## src/rtl/pipe_stage_skid.sv

```systemverilog
// pipe_stage_skid
//   Width-parametrised pipeline stage register with a valid/ready handshake
//   and a one-entry skid buffer. in_ready, out_valid and out_data come only
//   from registers, so there is no combinational path from out_ready to
//   in_ready. One transfer per cycle is sustained while out_ready is high.
//
// Parameters
//   DATA_W     payload width
//   CNT_W      performance counter width
//
// Ports
//   clk        clock, rising edge
//   rst        synchronous active-high reset (highest priority)
//   flush      squash all held entries (priority over the handshake)
//   in_valid   upstream has data
//   in_ready   stage can accept data (low only when the skid entry is used)
//   in_data    upstream payload
//   out_valid  main entry holds data for downstream
//   out_ready  downstream accepts
//   out_data   payload of the main entry
//   stall_cnt  cycles with out_valid & !out_ready (saturating)
//   bubble_cnt cycles with !out_valid & out_ready (saturating)
//
// Build option
//   PIPE_STAGE_PERF_EN  when defined, the stall/bubble counters are built;
//                       they clear on rst only. When undefined both counter
//                       outputs are tied to zero.

module pipe_stage_skid #(
    parameter int unsigned DATA_W = 32,
    parameter int unsigned CNT_W  = 32
) (
    input  logic              clk,
    input  logic              rst,
    input  logic              flush,
    input  logic              in_valid,
    output logic              in_ready,
    input  logic [DATA_W-1:0] in_data,
    output logic              out_valid,
    input  logic              out_ready,
    output logic [DATA_W-1:0] out_data,
    output logic [CNT_W-1:0]  stall_cnt,
    output logic [CNT_W-1:0]  bubble_cnt
);

    // State encoding is {skid_v, main_v}; 2'b10 is unreachable.
    typedef enum logic [1:0] {
        EMPTY = 2'b00,
        BUSY  = 2'b01,
        FULL  = 2'b11
    } state_t;

    state_t            state_q;
    state_t            state_d;
    logic [DATA_W-1:0] main_data;
    logic [DATA_W-1:0] skid_data;
    logic              main_v;
    logic              skid_v;
    logic              in_fire;
    logic              out_fire;
    logic              load_main_in;
    logic              load_main_skid;
    logic              load_skid;

    assign main_v    = state_q[0];
    assign skid_v    = state_q[1];
    assign in_ready  = ~skid_v;
    assign out_valid = main_v;
    assign out_data  = main_data;
    assign in_fire   = in_valid & in_ready;
    assign out_fire  = out_valid & out_ready;

    always_comb begin
        state_d        = state_q;
        load_main_in   = 1'b0;
        load_main_skid = 1'b0;
        load_skid      = 1'b0;
        case (state_q)
            EMPTY: begin
                if (in_fire) begin
                    load_main_in = 1'b1;
                    state_d      = BUSY;
                end
            end
            BUSY: begin
                if (in_fire && out_fire) begin
                    load_main_in = 1'b1;
                end else if (in_fire && !out_ready) begin
                    // Downstream stalled while a beat was accepted: park it.
                    load_skid = 1'b1;
                    state_d   = FULL;
                end else if (!in_fire && out_fire) begin
                    state_d = EMPTY;
                end
            end
            FULL: begin
                if (out_fire) begin
                    load_main_skid = 1'b1;
                    state_d        = BUSY;
                end
            end
            default: begin
                state_d = EMPTY;
            end
        endcase
        // A flush drops any beat accepted this cycle; the main entry's
        // out_fire (if any) has already been consumed downstream.
        if (flush) begin
            state_d        = EMPTY;
            load_main_in   = 1'b0;
            load_main_skid = 1'b0;
            load_skid      = 1'b0;
        end
    end

    always_ff @(posedge clk) begin
        if (rst) begin
            state_q   <= EMPTY;
            main_data <= '0;
            skid_data <= '0;
        end else begin
            state_q <= state_d;
            if (load_main_in) begin
                main_data <= in_data;
            end else if (load_main_skid) begin
                main_data <= skid_data;
            end
            if (load_skid) begin
                skid_data <= in_data;
            end
        end
    end

`ifdef PIPE_STAGE_PERF_EN
    logic [CNT_W-1:0] stall_q;
    logic [CNT_W-1:0] bubble_q;

    // Counters see the pre-edge handshake, flush cycles included.
    always_ff @(posedge clk) begin
        if (rst) begin
            stall_q  <= '0;
            bubble_q <= '0;
        end else begin
            if (out_valid && !out_ready && (stall_q != '1)) begin
                stall_q <= stall_q + 1'b1;
            end
            if (!out_valid && out_ready && (bubble_q != '1)) begin
                bubble_q <= bubble_q + 1'b1;
            end
        end
    end

    assign stall_cnt  = stall_q;
    assign bubble_cnt = bubble_q;
`else
    assign stall_cnt  = '0;
    assign bubble_cnt = '0;
`endif

endmodule
```

## config.mk

```make
export PLATFORM = sky130hd
export DESIGN_NAME = pipe_stage_skid
export DESIGN_NICKNAME = d
export VERILOG_FILES = /design/src/rtl/pipe_stage_skid.sv
export SDC_FILE = /design/constraint.sdc
export NUM_CORES = 1
export LEC_CHECK = 0
export CAP_MARGIN = 25
export CORE_ASPECT_RATIO = 0.5
export CORE_UTILIZATION = 46
export DETAILED_ROUTE_END_ITERATION = 8
export PLACE_DENSITY_LB_ADDON = 0.1
export SETUP_SLACK_MARGIN = 0.5
export SYNTH_ARGS = -nofsm -noshare
export SYNTH_HDL_FRONTEND = slang
export SYNTH_SLANG_ARGS = --single-unit
```

## constraint.sdc

```tcl
create_clock -name clk -period 4.4 [get_ports clk]
set_input_delay 0.44 -clock clk [delete_from_list [all_inputs] [get_ports clk]]
set_output_delay 0.44 -clock clk [all_outputs]
set_load 0.05 [all_outputs]
```

==> results.md, run 1 <==
* Slew Viols, Final at 0
* GRT Util Overall at 0.187
* TritonCTS Buffers at 9
* ANT nets after route at 0
* WP data required at 4.66 ns
* Worst Hold Class: register to register
* Worst vdd ir at 0.186 mV
* Seq/Total Area, Yosys at 0.420
* DR DRC count at 0
* Setup violations, final at 0
* Initial antenna violation count at 0
* Synth-to-layout area growth at 25.7%
* Vias in the first global route at 2165
* Fin crit period at 2.39 ns
* GRT Residual Overflow at 0
* Average cell area after synthesis at 9.17 um2
* Clock root cell: clkbuf_16
* Register clock-pin slew on the reported worst setup and hold paths at 0.05 ns
* Critical path startpoint category: register
* DPL Wire Length at 4490 um
* Slew @ Worst Pin at 0.736 ns
* Post-cts resize count at 0
* Post-Synthesis Cells at 343
* CTS HTree Levels at 3
* Post-Route Utilization at 0.624
* Maximum clock insertion buffer count at 2
* Vias post-DR at 2458
* Synth unique cells at 28
* Status: finished clean
* CTS Sinks at 66
* GPL Wtd Cong at 0.799
* Critical path peak fanout at 18
* Clock Latency Late Sink at 0.33 ns
* Pin count of the biggest net entering global routing at 38
* Fill cells at 538
* Worst Setup End Kind: register
* Total of max-cap violations at 0
* Cell Pwr Density at 434 nW/um2
* Post-Route Skew at 0.00599 ns
* Ports at 135
* Worst EP arrival at 2.65 ns
* Critical path type: register to register
* TritonCTS clock tree: yes
* Initial Util at 0.497
* DRT Pass-1 Iters at 4
* Hold Fails Final Rpt at 0
* Yosys warns at 0
* Hold buffers post-CTS at 0
* Slew margin rel. at 0.509
* Setup bufs post-CTS at 0
* Worst R2R Start: state_q[0]
* Ant diodes at 0
* Worst Setup SP: state_q[0]
* Final nets at 451
* FF+latch count, synth at 66
* Leakage power at 1.55 nW
* First-pass GRT wire length at 10300 um
* Core outline area at 6330 um2
* Final Cycle Share at 0.542
* Chip width at 119 um
* Commonest non-fill, non-tap cells in the layout: clkdlybuf4s50_1 (70), nand2_1 (68), dfxtp_1 (66)
* Routed WL at 6590 um
* Mapped Area at 3140 um2
* Layout cells sized above 1 at 0.0747
* Buffers on Ports at 70
* Die area at 7190 um2
* Routed len/inst at 13.1 um
* RSZ-0062 raised after global routing: false
* Die H at 60.5 um
* Leading cell type in the layout, fill and taps excluded: clkdlybuf4s50_1
* Via-to-Cell Ratio at 4.89
* Setup TNS at 0 ns
* Detailed Route Iter0 Violations at 149
* Fmax at 0.419 GHz
* Hold_sp: skid_data[4]
* Row Count at 20
[worst max-delay path, cell delays in order (launching register included)]
cell	delay, ns
dfxtp_1	0.51
inv_1	0.11
ha_1	0.28
a31oi_4	0.21
o21ai_2	0.09
a21oi_2	0.58
buf_4	0.36
a221o_1	0.18
[layout make-up]
| cell class | count | area (um2) | area share |
|---|---|---|---|
| flip-flops and latches | 66 | 1320 | 0.334 |
| well taps | 88 | 110 | 0.0279 |
| repair buffers | 76 | 746 | 0.189 |
| clock buffers | 10 | 239 | 0.0605 |
| multi-input cells | 254 | 1440 | 0.363 |
| clock inverters | 6 | 88.8 | 0.0225 |
| inverters | 3 | 11.3 | 0.00285 |
[state kept, by name, summed over array words and instances (netlist names)]
signal	cells
out_data	32
skid_data	32
state_q	2
[where the power goes]
part / internal (mW) / switching (mW)
Sequential: 0.618 / 0.0136
Clock: 0.512 / 0.257
Combinational: 0.0826 / 0.230
[cells in the mapped netlist]
cell type	count	area (um2)
nand2b_1	1	6.26
dfxtp_1	66	1320
nor3_2	1	10.0
nor2_1	2	7.51
nand3_1	1	5.00
ha_1	4	50.1
nand2b_4	1	13.8
nor3_1	1	5.00
nor4_4	2	42.5
and2_1	32	200
a221o_1	32	320
clkbuf_1	3	11.3
conb_1	1	3.75
a21oi_2	1	8.76
or4_1	1	7.51
nand4bb_1	1	11.3
a21oi_1	33	165
a211oi_1	2	15.0
and3b_1	1	8.76
nand2_1	68	255
buf_2	4	20.0
a31oi_4	1	21.3
buf_4	73	548
buf_6	3	33.8
o21ai_2	1	8.76
mux2i_1	2	20.0
nor2_2	2	12.5
inv_1	3	11.3
[path summary, 6_finish.rpt]
check | endpoint | slack (ns) | cells after the start
worst max-delay path | out_data[27] | 2.01 | 7
worst min-delay path | skid_data[4] | 0.45 | 2
worst min register to register | skid_data[4] | 0.45 | 2
worst max register to register | out_data[27] | 2.01 | 7
[logic make-up after synthesis]
kind of cell,synth area share
simple gates,0.186
buf+inv,0.199
mux,0.00637
fa+ha+maj,0.0159
flops,0.420
other cells,0.00119
compound gates,0.172
[per-stage QoR]
stage | worst slack (ns) | hold slack, ns | instance area [um2] | total power, mW | instances
after floorplan | 2.30 | 0.437 | 3380 | 0.921 | 406
after global placement | 1.95 | 0.442 | 3620 | 0.953 | 487
after detailed placement | 1.90 | 0.449 | 3620 | 0.957 | 487
after CTS | 2.02 | 0.456 | 3950 | 1.72 | 503
after global routing | 1.86 | 0.472 | 3950 | 1.77 | 503
final | 2.01 | 0.453 | 3950 | 1.71 | 503
[layer usage]
metal  vias to the layer above  global-route usage  routed length (um)  part of all wire
met5                         -                   0                   0                 0
met4                         0              0.0470                  50            0.0076
met3                         7              0.0733                 488             0.074
met2                       109               0.329                3110              0.47
met1                      1155               0.221                2930              0.45
li1                       1187                   -                   -                 -
Note: power is estimated with default switching activity, not from simulation.
==> run 2: changes to the inputs <==
--- a/config.mk
+++ b/config.mk
@@ -7,7 +7,7 @@
 export LEC_CHECK = 0
 export CAP_MARGIN = 25
 export CORE_ASPECT_RATIO = 0.5
-export CORE_UTILIZATION = 46
+export CORE_UTILIZATION = 43
 export DETAILED_ROUTE_END_ITERATION = 8
 export PLACE_DENSITY_LB_ADDON = 0.1
 export SETUP_SLACK_MARGIN = 0.5
==> constraint.sdc (replaced) <==
create_clock -name clk -period 2.2 [get_ports clk]
set_input_delay 0.22 -clock clk [delete_from_list [all_inputs] [get_ports clk]]
set_output_delay 0.22 -clock clk [all_outputs]
set_load 0.05 [all_outputs]
==> results.md, run 2 (same netlist as run 1, synthesis figures left out) <==
* Post-Route Skew at 0.00491 ns (was 0.00599 ns)
* Worst Setup End Kind: register (unchanged)
* Combinational share of power at 0.200 (was 0.183)
* Worst Hold Depth at 2 (unchanged)
* Fill cells at 597 (was 538)
* Via-to-Cell Ratio at 4.86 (was 4.89)
* GPL Wtd Cong at 0.723 (was 0.799)
* Clock share of power at 0.420 (was 0.449)
* First-pass GRT wire length at 10900 um (was 10300 um)
* Core outline area at 6880 um2 (was 6330 um2)
* Worst R2R End: out_data[8] (was out_data[27])
* TritonCTS Buffers at 9 (unchanged)
* Int Pwr at 2.32 mW (was 1.21 mW)
* ANT nets after route at 0 (unchanged)
* WP data required at 2.41 ns (was 4.66 ns)
* R2r setup slk at 0.51 ns (was 2.01 ns)
* Total of max-cap violations at 0 (unchanged)
* Setup violations, final at 0 (unchanged)
* Pin count of the biggest net entering global routing at 33 (was 38)
* Fmax at 0.593 GHz (was 0.419 GHz)
* Ant diodes at 0 (unchanged)
* Chip width at 123 um (was 119 um)
* DPL Wire Length at 4240 um (was 4490 um)
* Dpl ws at 0.293 ns (was 1.90 ns)
* Initial antenna violation count at 0 (unchanged)
* Vias in the first global route at 2254 (was 2165)
* Critical path startpoint category: register (unchanged)
* Slew @ Worst Pin at 0.515 ns (was 0.736 ns)
* RSZ-0062 raised after global routing: true (was false)
* DR DRC count at 0 (unchanged)
* Final worst slack at 0.512 ns (was 2.01 ns)
* Buffers on Ports at 70 (unchanged)
* Final Cycle Share at 0.767 (was 0.542)
* Leakage power at 2.05 nW (was 1.55 nW)
* Worst vdd ir at 0.430 mV (was 0.186 mV)
* CTS HTree Levels at 3 (unchanged)
* Register clock-pin slew on the reported worst setup and hold paths at 0.05 ns (about the same)
* Initial Util at 0.457 (was 0.497)
* Commonest non-fill, non-tap cells in the layout: nand2_1 (68), conb_1 (64), dfxtp_1 (64) (was clkdlybuf4s50_1 (70), nand2_1 (68), dfxtp_1 (66))
* Hold_sp: skid_data[17] (was skid_data[4])
* Worst Hold Class: register to register (unchanged)
* Detailed Route Iter0 Violations at 116 (was 149)
* Final nets at 458 (was 451)
* Clock root cell: clkbuf_16 (unchanged)
* GRT Residual Overflow at 0 (unchanged)
* Reg power frac at 0.380 (was 0.369)
* Status: finished clean (unchanged)
* Fin crit period at 1.69 ns (was 2.39 ns)
* Clock Latency Late Sink at 0.32 ns (was 0.33 ns)
* Hold endpoint: skid_data[17] (was skid_data[4])
* Setup TNS at 0 ns (unchanged)
* DRT Pass-1 Iters at 4 (unchanged)
* Slew margin rel. at 0.656 (was 0.509)
* Ports at 135 (unchanged)
* Leading cell type in the layout, fill and taps excluded: nand2_1 (was clkdlybuf4s50_1)
* Die H at 62.5 um (was 60.5 um)
* Routed len/inst at 14.0 um (was 13.1 um)
* Worst R2R Start: state_q[1] (was state_q[0])
* Hold Fails Final Rpt at 0 (unchanged)
* TritonCTS clock tree: yes (unchanged)
* Row Count at 21 (was 20)
* Sw frac at 0.301 (was 0.292)
* Switching power at 0.999 mW (was 0.501 mW)
* Worst EP arrival at 1.90 ns (was 2.65 ns)
* Layout cells sized above 1 at 0.171 (was 0.0747)
* Die area at 7680 um2 (was 7190 um2)
* Critical path peak fanout at 8 (was 18)
* CTS Sinks at 66 (unchanged)
* Routed WL at 7180 um (was 6590 um)
* GRT Util Overall at 0.183 (was 0.187)
* Slew Viols, Final at 0 (unchanged)
* Synth-to-layout area growth at 33.4% (was 25.7%)
* Cell Pwr Density at 790 nW/um2 (was 434 nW/um2)
* FF-to-FF path depth at 7 (unchanged)
* Vias post-DR at 2491 (was 2458)
* Critical path type: register to register (unchanged)
* Maximum clock insertion buffer count at 2 (unchanged)
## run 2: changes by cell type in the layout (fill, tap and decap cells not counted), moves of 2 or more
cell | before | now
dfxtp_4 | 0 | 2
dlygate4sd2_1 | 0 | 11
dlymetal6s2s_1 | 0 | 22
ha_1 | 4 | 2
dfxtp_1 | 66 | 64
and2_1 | 32 | 3
buf_12 | 0 | 4
and2_4 | 0 | 29
ha_4 | 0 | 2
clkdlybuf4s50_1 | 70 | 37
buf_6 | 0 | 4
## run 2: worst max-delay path by stage
stage	startpoint	end	slack, ns	cells after the start
4_1_cts	state_q[1]	out_data[1]	0.47	7
2_1_floorplan	state_q[1]	out_data[0]	0.32	7
6_report	state_q[1]	out_data[8]	0.51	7
5_1_grt	state_q[1]	out_data[29]	0.47	6
3_3_place_gp	out_ready	out_data[28]	0.34	6
3_5_place_dp	out_ready	out_data[3]	0.29	6
## run 2: cell type report
| type | instances | area, um2 | share of cell area |
|---|---|---|---|
| repair buffers | 83 | 905 | 0.216 |
| clock inverters | 5 | 55.1 | 0.0131 |
| multi-input cells | 254 | 1540 | 0.367 |
| flip-flops and latches | 66 | 1330 | 0.317 |
| inverters | 3 | 15.0 | 0.00358 |
| well taps | 92 | 115 | 0.0274 |
| clock buffers | 10 | 239 | 0.0570 |
## run 2: power by group through the flow
stage | combinational [mW] | sequential (mW) | clock, mW
2_1_floorplan | 0.451 | 1.40 | 0
3_3_place_gp | 0.627 | 1.29 | 0
3_5_place_dp | 0.633 | 1.29 | 0
4_1_cts | 0.636 | 1.26 | 1.41
5_1_grt | 0.692 | 1.27 | 1.46
6_report | 0.664 | 1.26 | 1.39
## run 2: metrics by stage
step | area [um2] | power [mW] | std cells | hold WS (ns) | utilization
after global placement | 3670 | 1.91 | 491 | 0.441 | 0.534
final | 4200 | 3.32 | 513 | 0.451 | 0.609
after floorplan | 3410 | 1.85 | 406 | 0.356 | -
after CTS | 4000 | 3.31 | 509 | 0.454 | 0.581
after global routing | 4200 | 3.42 | 513 | 0.473 | 0.609
after detailed placement | 3670 | 1.92 | 491 | 0.446 | 0.534
## run 2: critical path, stage by stage, from the launching register on
cell	delay, ns
dfxtp_4	0.36
clkinvlp_4	0.13
ha_4	0.20
a31oi_4	0.19
nor4_4	0.09
buf_6	0.18
and2_1	0.15
a221o_1	0.26
## run 2: layer usage
metal,vias up,track usage,routed length (um)
met3,7,0.0529,482
met4,0,0.0442,42
met2,104,0.312,3520
met1,1186,0.227,3140
li1,1194,-,-
met5,-,0,0
## run 2: repair_timing
item / 4_1_cts / 5_1_grt
hold buffers: 0 / 0
setup endpoints to repair: 73 / 68
gates resized for setup: 19 / 62
cloned: 2 / 1
pin swaps: 0 / 21
setup buffers: 1 / 3
